$ cat src/rtl/fa_cell.sv
// rtl/fa_cell.sv - 1-bit combinational full adder cell
module fa_cell (
  input  logic a,
  input  logic b,
  input  logic ci,
  output logic s,
  output logic co
);

  // Sum is the parity of the three inputs.
  assign s  = a ^ b ^ ci;

  // Carry-out is the majority of the three inputs.
  assign co = (a & b) | (a & ci) | (b & ci);

endmodule

$ cat src/rtl/full_adder_reg.sv
// rtl/full_adder_reg.sv - registered ripple-carry full adder, one-cycle latency
module full_adder_reg #(
  parameter int WIDTH = 1
) (
  input  logic             clk,
  input  logic             rst,
  input  logic             in_valid,
  input  logic [WIDTH-1:0] A,
  input  logic [WIDTH-1:0] B,
  input  logic             Cin,
  output logic [WIDTH-1:0] S,
  output logic             Cout,
  output logic             out_valid
);

  // carry[i] enters bit i; carry[WIDTH] leaves the MSB.
  logic [WIDTH:0]   carry;
  logic [WIDTH-1:0] sum;

  logic [WIDTH-1:0] s_q, s_d;
  logic             cout_q, cout_d;
  logic             valid_q, valid_d;

  assign carry[0] = Cin;

  // Ripple chain of 1-bit cells from bit 0 up to the MSB.
  for (genvar i = 0; i < WIDTH; i++) begin : g_cell
    fa_cell u_fa_cell (
      .a  (A[i]),
      .b  (B[i]),
      .ci (carry[i]),
      .s  (sum[i]),
      .co (carry[i+1])
    );
  end

  // Next state: load a new result when the inputs are qualified, otherwise
  // hold; the inputs are ignored entirely when in_valid is low so unknown
  // values on idle cycles cannot leak into the registers.
  always_comb begin
    s_d     = s_q;
    cout_d  = cout_q;
    valid_d = in_valid;
    if (in_valid) begin
      s_d    = sum;
      cout_d = carry[WIDTH];
    end
  end

  // Output registers with synchronous reset taking priority over capture.
  always_ff @(posedge clk) begin
    if (rst) begin
      s_q     <= '0;
      cout_q  <= 1'b0;
      valid_q <= 1'b0;
    end else begin
      s_q     <= s_d;
      cout_q  <= cout_d;
      valid_q <= valid_d;
    end
  end

  assign S         = s_q;
  assign Cout      = cout_q;
  assign out_valid = valid_q;

endmodule

$ cat config.mk
export PLATFORM = sky130hd
export DESIGN_NAME = full_adder_reg
export DESIGN_NICKNAME = d
export VERILOG_FILES = /design/src/rtl/fa_cell.sv /design/src/rtl/full_adder_reg.sv
export SDC_FILE = /design/constraint.sdc
export NUM_CORES = 1
export LEC_CHECK = 0
export CORE_AREA = 2 2 39 41
export DETAILED_ROUTE_END_ITERATION = 8
export DIE_AREA = 0 0 41 43
export DONT_BUFFER_PORTS = 1
export GPL_ROUTABILITY_DRIVEN = 0
export REMOVE_ABC_BUFFERS = 1
export SYNTH_ARGS = -nofsm -noshare
export SYNTH_HDL_FRONTEND = slang
export SYNTH_SLANG_ARGS = --single-unit
$ cat constraint.sdc
create_clock -name clk -period 3.2 [get_ports clk]
set_input_delay 0.96 -clock clk [delete_from_list [all_inputs] [get_ports clk]]
set_output_delay 0.96 -clock clk [all_outputs]
set_load 0.005 [all_outputs]
## Word-level counts from Yosys, hierarchy flattened

Cells that the tools add are included.

- Register bits after elaboration: 3
- Latch bits: 0
- RAM bits: 0
- Bits in read-only memories: 0
- Input port bits: 6
- Word-level logic and storage cells: 10
- Memories kept: 0

- $add $sub $neg: 0
- Multiply operators: 0
- Div/mod/pow operators: 0
- Magnitude comparators: 0
- Eq/ne operators: 0
- Shifts and indexed selects: 0
- Multiplexer cells: 0
- Bitwise logic cells: 7
- Reduce and logical (&&, ||, !) cells: 0

Operator list:

| cell | count |
|---|---|
| $and 1x1->1 | 3 |
| $or 1x1->1 | 2 |
| $xor 1x1->1 | 2 |

## Longest topological paths before layout

- Depth after elaboration: 3
- Gate-level depth with buffers: 3
- Depth with buffers taken out: 3

## Hierarchy

From an unflattened synthesis, not the netlist that was laid out.

- Cells, all modules: 9
- Area, all modules: 113.9 µm²

By module, submodules not included:

| module | instances | cells an instance | area an instance (µm²) |
|---|---|---|---|
| full_adder_reg | 1 | 8 | 93.8 |
| fa_cell | 1 | 1 | 20.0 |

## Least setup slack after synthesis

OpenSTA, ideal clock, no wires.

- Path type: input port to flip-flop
- Start point: in A
- End point: reg s_q, in the netlist S
- Setup time: 0.114 ns
- Arrival: 1.581 ns
- Path slack: 1.505 ns
- Stages: 3
- Path buffers: 0
- Cells stage by stage: fa_1 > mux2i_1 > nor2_1

- Longest elaborated chain between the ends: 2

Ends and longest elaborated chain:

| element | line | RTL |
|---|---|---|
| start: declaration | full_adder_reg.sv:8 | `input logic [WIDTH-1:0] A,` |
| $xor 1x1->1 (2 in a row) | fa_cell.sv:11 | `assign s = a ^ b ^ ci;` |
| end signal: assignment | full_adder_reg.sv:53 | `s_q <= '0;` |
| end signal: assignment | full_adder_reg.sv:57 | `s_q <= s_d;` |
| end: declaration | full_adder_reg.sv:20 | `logic [WIDTH-1:0] s_q, s_d;` |

No other way between the ends.
A chain may end at the register's enable or synchronous reset.

## Final worst setup path

- Start point: reg s_q, in the netlist S
- End point: out S

RTL lines:

| element | line | RTL |
|---|---|---|
| end: declaration | full_adder_reg.sv:11 | `output logic [WIDTH-1:0] S,` |

No word-level cell between the ends.

==> impl_summary.md <==
Finish
The count of inserted antenna diode cells is 0. The final cell count without fillers is 29. In the final layout, the share of cells above drive strength 1 is 23.1%. The count of filler cells inserted in the layout is 151.

In the layout the commonest cells are dfxtp_1, clkbuf_4, mux2i_1, nor2_1. For this run, the post-layout net count is 21. The area growth from synthesis to layout is 40.7%.

Routing
The detailed router put a total of 66 µm of wire on met1. The final route contains 88 vias. The wire length reported by the detailed router is 302 µm. The DRC violation count after routing is 0.

In the detailed route, the total length drawn on met3 is between 100 and 150 µm. The number of detailed-route iterations in the first pass is 1. The routed wire length on met2 is ~90 µm. For this block, the initial DRC count from the detailed router was 0. After detailed routing, the number of vias per cell comes to 3.03.

After detailed routing, the average wire length per cell comes to 10.4 µm. The highest routed metal layer is met4. Once detail routing completed, the nets flagged for antenna violations numbered 0.

Timing
The total setup violations reported at the end of the flow is 0. The minimum clock period is roughly 1.6 ns. Across all setup checks in the final design, the least slack found is 1.64 ns. The total negative slack is 0 ns.

Clock skew on the completed layout was measured at 0 ns. The maximum clock rate is 641 MHz. The ratio of final minimum period to clock period is 48.7%. The count of final max-slew check failures was 0. Setup repair after global routing left no endpoint under its margin.

The worst-case headroom to the max-slew limit is 91.0%. The final count of hold timing violations came to 0. For the pin with the worst max-slew slack, the measured transition is 0.132 ns.

Global routing
In the global route stage, overall resource usage came out at 4.52%. The number of global-route vias before repair is between 100 and 150. The leftover overflow at the end of global routing is 0.

Entering global routing, the biggest net connects 4 pins. The wire length of the first global-routing pass is 414 µm. The number of antenna violations at the first check in global routing came to 0.

Critical path
The arrival time at the worst endpoint is 0.60 ns. The capturing element type of the critical path is a primary output. The startpoint identified for the worst register-to-register timing path is S$_SDFFE_PP0P_. The start point of the critical path is S$_SDFFE_PP0P_. The critical path is of the register to primary output type.

The biggest fanout along the worst timing path is 2. The required time of the worst setup path is 2.24 ns. The startpoint type of the worst setup path is a register.

Die
The number of rows created at floorplan is 14. The horizontal die dimension is just over 40 µm. The number of placed I/O pins is 9. Measured along the y axis, the die boundary spans 43 µm. The initial cell density of the core is between 8 and 9%. The overall die area is 1760 µm². The core region is approximately 1400 µm².

Power
For this design the static power due to leakage is 0.0648 nW. The clock network power share is 57.9%. The worst IR drop on VDD is 0.106 mV.

Combinational logic is responsible for 4.8% of the overall power. Internal power comes to 0.0000905 W. Net switching is 21.3% of the power. The switching power summed over all nets is ~0.000024 W. Sequential cells burn a little under two fifths of the power. The power density over cell area is 718 nW/µm².

Placed design
Before CTS, the worst setup slack after placement is between 1 and 1.5 ns. The number of buffers inserted by port buffering is 0. In this run, placement finished with an instance count of 25. Detailed placement finished with a half-perimeter wire length of about 250 µm.

CTS
The clock drives 3 sinks. The clock root buffer master is clkbuf_4. The number of setup buffers added after CTS is 0.

Counting the buffers created by CTS gives 3. The clock tree from TritonCTS is done. The number of hold buffers added after CTS was 0. The source-to-sink clock delay at the later pin of the worst-skew pair is 0.23 ns. In this run the number of H-tree levels came out at 1. The clock tree buffer depth is 2. The count of cells resized by post-cts repair is 0. The CTS clock-pin slew for the worst setup and hold paths is 0.04 ns.

Job
The number of max-cap violations is 0.

Synth
Counting flops and latches in the post-synthesis netlist gives 3. The average instance in the mapped netlist occupies 12.7 µm². The sequential fraction of the synthesis area is between 50% and 60%. The number of distinct standard cells referenced by the synthesized netlist is 5. After synthesis the cells add up to 114 µm². The synthesized instance count is 9. During synthesis, Yosys emitted a total of 0 warnings.

Hold path
The worst hold path begins at Cout$_SDFFE_PP0P_. The path type of the worst min-delay path is register to register.

Status
The run finished with clean final reports.
[final timing paths]
check	slack, ns	cells after the start	endpoint
worst max-delay path	1.64	0	S
worst min-delay path	0.56	2	Cout$_SDFFE_PP0P_
worst max register to register	2.57	2	S$_SDFFE_PP0P_
worst min register to register	0.56	2	Cout$_SDFFE_PP0P_
[cell usage after synthesis]
master	count	share of area (%)
mux2i_1	2	18
nor2b_1	1	5.5
fa_1	1	18
dfxtp_1	3	53
nor2_1	2	6.6
[power groups by stage]
stage | combinational (W) | clock, W | sequential (W)
after floorplan | 0.00000455 | 0 | 0.0000423
after global placement | 0.00000498 | 0 | 0.0000433
after detailed placement | 0.00000554 | 0 | 0.0000435
after CTS | 0.00000564 | 0.0000704 | 0.0000429
after global routing | 0.00000593 | 0.0000742 | 0.0000432
final | 0.00000553 | 0.0000665 | 0.0000429
[sequential cells by signal (all words and copies together), names as in the netlist]
signal	cells
Cout	1
S	1
out_valid	1
[through the flow]
step                hold slack (ns)  total power [W]  util [%]  cell area [µm²]
detailed placement            0.557        0.0000490      9.67              134
global route                  0.582         0.000123      11.6              160
finish                        0.556         0.000115      11.6              160
CTS                           0.562         0.000119      11.6              160
global placement              0.531        0.0000483      9.67              134
floorplan                     0.485        0.0000469         -              114
[per-layer routing]
metal / global-route usage, % / vias to the layer above
li1: - / 37
met1: 2.26 / 38
met2: 3.44 / 11
met3: 6.28 / 2
met4: 10.0 / 0
met5: 0 / -
[kinds of logic after synthesis]
logic type,after synthesis,synth area share [%]
and+or+nand+nor,3,12.1
muxes,2,17.6
DFF,3,52.7
adders and majority gates,1,17.6
[final cells by class]
| class | count | area (µm²) | area share [%] |
|---|---|---|---|
| Multi-Input combinational cell | 6 | 53.8 | 33.6 |
| Clock buffer | 4 | 26.3 | 16.4 |
| Tap cell | 16 | 20.0 | 12.5 |
| Sequential cell | 3 | 60.1 | 37.5 |
(Power assumes the default switching activity.)
